`src/rtl/fetch_unit.sv`:
```
// Instruction fetch stage: owns the PC, issues a single outstanding instruction
// memory request, and holds the returned word until decode accepts it.
//
// state   | meaning
// --------+-------------------------------------------------------------
// FETCH   | request for PCF outstanding on the memory port
// READY   | InstrF holds the instruction at PCF, waiting for decode
// DISCARD | redirected while a request was in flight; stale ack pending
module fetch_unit #(
    parameter logic [31:0] RESET_PC    = 32'h0000_0000,
    parameter int          INSTR_WIDTH = 32
) (
    input  logic                   CLK,
    input  logic                   RST,
    input  logic                   StallF,
    input  logic                   PCSrcD,
    input  logic [31:0]            PCBranchD,
    input  logic                   JumpD,
    input  logic [31:0]            PCJumpD,
    output logic                   IMemReq,
    output logic [31:0]            IMemAddr,
    input  logic                   IMemAck,
    input  logic [INSTR_WIDTH-1:0] IMemRdata,
    output logic [INSTR_WIDTH-1:0] InstrF,
    output logic [31:0]            PCPlus4F,
    output logic [31:0]            PCF,
    output logic                   InstrValidF,
    output logic                   FetchBusy
);

    typedef enum logic [1:0] {
        FETCH   = 2'd0,
        READY   = 2'd1,
        DISCARD = 2'd2
    } state_t;

    state_t                 state, state_nx;
    logic [31:0]            pc_nx, addr_nx;
    logic [INSTR_WIDTH-1:0] instr_nx;
    logic                   redirect;
    logic [31:0]            target;

    // Decode redirects only count when decode is actually advancing.
    assign redirect = ~StallF & (JumpD | PCSrcD);
    assign target   = (JumpD ? PCJumpD : PCBranchD) & ~32'h3;

    assign PCPlus4F    = PCF + 32'd4;
    assign IMemReq     = (state != READY);
    assign InstrValidF = (state == READY);
    assign FetchBusy   = ~InstrValidF;

    always_ff @(posedge CLK or posedge RST) begin
        if (RST) begin
            state    <= FETCH;
            PCF      <= RESET_PC;
            IMemAddr <= RESET_PC;
            InstrF   <= '0;
        end else begin
            state    <= state_nx;
            PCF      <= pc_nx;
            IMemAddr <= addr_nx;
            InstrF   <= instr_nx;
        end
    end

    always_comb begin
        state_nx = state;
        pc_nx    = PCF;
        addr_nx  = IMemAddr;
        instr_nx = InstrF;
        unique case (state)
            FETCH: begin
                if (IMemAck) begin
                    if (redirect) begin
                        pc_nx   = target;
                        addr_nx = target;
                    end else begin
                        instr_nx = IMemRdata;
                        state_nx = READY;
                    end
                end else if (redirect) begin
                    // Address stays on the stale request until its ack drains.
                    pc_nx    = target;
                    state_nx = DISCARD;
                end
            end
            READY: begin
                // Acks here are protocol errors and are deliberately ignored.
                if (!StallF) begin
                    pc_nx    = redirect ? target : PCPlus4F;
                    addr_nx  = redirect ? target : PCPlus4F;
                    state_nx = FETCH;
                end
            end
            DISCARD: begin
                if (IMemAck) begin
                    pc_nx    = redirect ? target : PCF;
                    addr_nx  = redirect ? target : PCF;
                    state_nx = FETCH;
                end else if (redirect) begin
                    pc_nx = target;
                end
            end
            default: begin
                state_nx = FETCH;
            end
        endcase
    end

endmodule

```
`config.mk`:
```
export PLATFORM = sky130hd
export DESIGN_NAME = fetch_unit
export DESIGN_NICKNAME = d
export VERILOG_FILES = /design/src/rtl/fetch_unit.sv
export SDC_FILE = /design/constraint.sdc
export NUM_CORES = 1
export LEC_CHECK = 0
export ABC_AREA = 1
export CAP_MARGIN = 20
export CELL_PAD_IN_SITES_DETAIL_PLACEMENT = 1
export CELL_PAD_IN_SITES_GLOBAL_PLACEMENT = 2
export CORE_MARGIN = 8
export CORE_UTILIZATION = 24
export CTS_BUF_LIST = sky130_fd_sc_hd__clkbuf_16
export CTS_CLUSTER_SIZE = 28
export DETAILED_ROUTE_END_ITERATION = 16
export GPL_TIMING_DRIVEN = 0
export PLACE_DENSITY_LB_ADDON = 0.1
export SLEW_MARGIN = 5
export SYNTH_ARGS = -nofsm -noshare
export SYNTH_HDL_FRONTEND = slang
export SYNTH_SLANG_ARGS = --single-unit
```
`constraint.sdc`:
```
create_clock -name CLK -period 4.1 [get_ports CLK]
set_input_delay 1.025 -clock CLK [delete_from_list [all_inputs] [get_ports CLK]]
set_output_delay 1.025 -clock CLK [all_outputs]
set_load 0.005 [all_outputs]
```
==> results.yml <==
outcome:
  status: "finished, final reports clean"
floorplanning:
  die_w_um: 183
  die_y_um: 183
  start_util: 0.242
  rows: 61
  io_pins: 233
  coreArea_um2: 27600
  die_area_um2: 33500
route:
  ant_nets: 0
  drt_iter0_drc: 317
  vias: 7255
  wl_per_cell_um: 20.5
  drc_errors: 0
  drt-total-wl_um: 32100
  firstDrtPassIters: 4
  via_per_inst: 4.63
synthesis:
  avgSynthCellArea_um2: 7.08
  ys.flop_type: "dfrtp_1"
  synth.yosys.seq_area_share: 0.366
  synth_most_common_cell: "nand2_1"
  synth-seq-cells: 98
  synth_edf_count: 0
  synth_top_area_frac: 0.366
  syn_inst: 945
  synth_cell_types: 34
  synth_area_leaders: "dfrtp_1 (37%), nand2_1 (19%), o21ai_0 (5.8%), nor2_1 (5.3%), mux2_2 (4.2%)"
  syn_area_um2: 6690
  syn_nets: 1051
  synth_top_area_cell: "dfrtp_1"
  synthArstFlopShare: 1.00
  yosys_warnings: 0
  synthTopCellsByCount: "nand2_1 (344), dfrtp_1 (98), nor2_1 (95)"
final_layout:
  seq_area_um2: 2450
  nets: 1290
  fillers: 3424
  syn_to_final_growth_pct: 46.1
  final_util: 0.354
  multi_input_comb_area_um2: 3670
  drive_gt1_frac: 0.0934
  num_antenna_cells: 0
global_routing:
  grt_max_degree: 75
  grt_pass1_wl_um: 48100
  antenna_found_initial: 1
  grt_use_total: 0.190
  grt_pass1_vias: 7817
  overflow: 0
sta:
  tightestPinTransition_ps: 809
  rsz0062_at_grt: "no"
  fin_worst_skew_ps: 25.0
  fmax_mhz: 276
  setup-tns-final_ps: 0
  setup_viol: 0
  hold_ws_ps: 480
  min_period_ps: 3630
  period_share: 0.885
  finalWorstSetupSlack_ps: 473
  slew_viol_final: 0
  final_hold_viol_count: 0
  relSlewSlack: 0.460
worst_hold_path:
  min_from: "IMemAddr[26]$_DFFE_PP0P_"
  min_to: "IMemAddr[26]$_DFFE_PP0P_"
  hp-class: "flip-flop to flip-flop"
  hold-path-cell-count: 2
setup_path:
  worstRegToRegCells: 7
  startpoint_type: "flip-flop"
  critical_path.reg2reg.endpoint: "IMemAddr[4]$_DFFE_PP0P_"
  worstPathArrival_ps: 2600
  cp.required_ps: 3070
  worstReg2RegStart: "state[0]$_DFFE_PP0P_"
  critPathKind: "flip-flop to primary output"
  crit_fanout: 6
  endpoint_kind: "primary output"
  ff2ff_setup_slack_ps: 1540
clock_network:
  clk_pin_slew_ps: 90
  postCtsSetupBuffers: 0
  cts-resized-gates: 0
  cts_buffers: 9
  clock_latency_ps: 380
  h-tree-depth: 3
  clockBufferDepth: 2
  cts_tree: "done"
  clock_sinks: 98
  cts-root-buf: "clkbuf_16"
  hold_buffers: 0
placed_design:
  place_congestion: 0.797
  dp_hpwl_um: 25700
  place_ws_ps: 882
  io_buffers: 227
power_and_ir_drop:
  power_density_nw_per_um2: 820
  total_power_uw: 8020
  vdd_drop_max_v: 0.000280
  p_leak_uw: 0.00443
run:
  drv_cap: 0
==> layer usage <==
| metal | share of wire | track usage | vias to the layer above |
|---|---|---|---|
| met5 | 0.00041 | 0 | - |
| met1 | 0.42 | 0.228 | 3562 |
| li1 | - | - | 3478 |
| met3 | 0.042 | 0.0317 | 38 |
| met2 | 0.52 | 0.347 | 175 |
| met4 | 0.017 | 0.0501 | 2 |
==> power breakdown <==
| group | total [uW] | internal [uW] | leakage (uW) | switching (uW) |
|---|---|---|---|---|
| combinational | 5170 | 2240 | 0.00309 | 2930 |
| clock | 946 | 487 | 0.000150 | 459 |
| sequential | 1910 | 1460 | 0.00119 | 443 |
| total | 8020 | 4190 | 0.00443 | 3830 |
==> metrics by stage <==
stage,cell area [um2],std cells
final,9780,1567
after global routing,9780,1567
after CTS,9780,1567
after detailed placement,9470,1551
after global placement,9440,1550
after floorplan,6690,945
==> how the worst max path moves through the flow <==
stage	start	end	slack, ps	depth (start not counted)
finish	PCF[3]$_DFFE_PP0P_	PCPlus4F[22]	470	9
global route	PCF[3]$_DFFE_PP0P_	PCPlus4F[22]	310	9
CTS	PCF[3]$_DFFE_PP0P_	PCPlus4F[22]	450	9
detailed placement	PCF[3]$_DFFE_PP0P_	PCPlus4F[22]	880	9
global placement	RST	PCF[10]$_DFFE_PP0P_	-1680	2
floorplan	RST	IMemAddr[0]$_DFFE_PP0P_	510	1
==> kinds of logic (layout without fill, tap and decap cells) <==
kind of cell	after synthesis	after routing	share of synthesized area
flops	98	98	0.366
buf+inv	129	373	0.0855
fa+ha+maj	4	4	0.00748
compound gates	133	133	0.107
simple gates	510	510	0.316
mux	58	58	0.0959
xor+xnor	13	13	0.0215
==> worst max-delay path: stages, from the launching register on <==
cell             delay, ps
dfrtp_1                460
ha_1                   290
nand2_1                120
nor2_4                 190
nand2_4                130
nor2_2                 230
nand2_1                 80
nand2_1                 80
and2_1                 140
clkdlybuf4s50_1        510
==> state kept, by name (all words and copies together), names as in the netlist <==
name and count:
state 2, InstrF 32, IMemAddr 32, PCF 32
==> cell type report <==
type / instances / share of cell area
timing repair buffer: 228 / 0.235
clock buffer: 9 / 0.0230
tap: 378 / 0.0484
inverter: 78 / 0.0305
buffer: 51 / 0.0285
clock inverter: 7 / 0.00845
multi-input combinational: 718 / 0.375
sequential: 98 / 0.251
==> cells in the final DEF (no fill, tap or decap), drive strengths merged <==
cell,netlist,routed
a21oi,22,22
a22oi,1,1
and2,7,7
buf,29,30
bufinv,0,1
clkbuf,22,31
clkdlybuf4s50,0,227
clkinv,0,1
clkinvlp,0,1
dfrtp,98,98
ha,4,4
inv,78,82
mux2,49,49
mux2i,9,9
nand2,350,350
nand3,37,37
nor2,109,109
nor4,1,1
o211ai,1,1
o21ai,90,90
o21bai,1,1
o22a,1,1
o22ai,15,15
o31ai,2,2
or2,6,6
xor2,13,13
No activity file was read; power rests on OpenSTA's default activity.
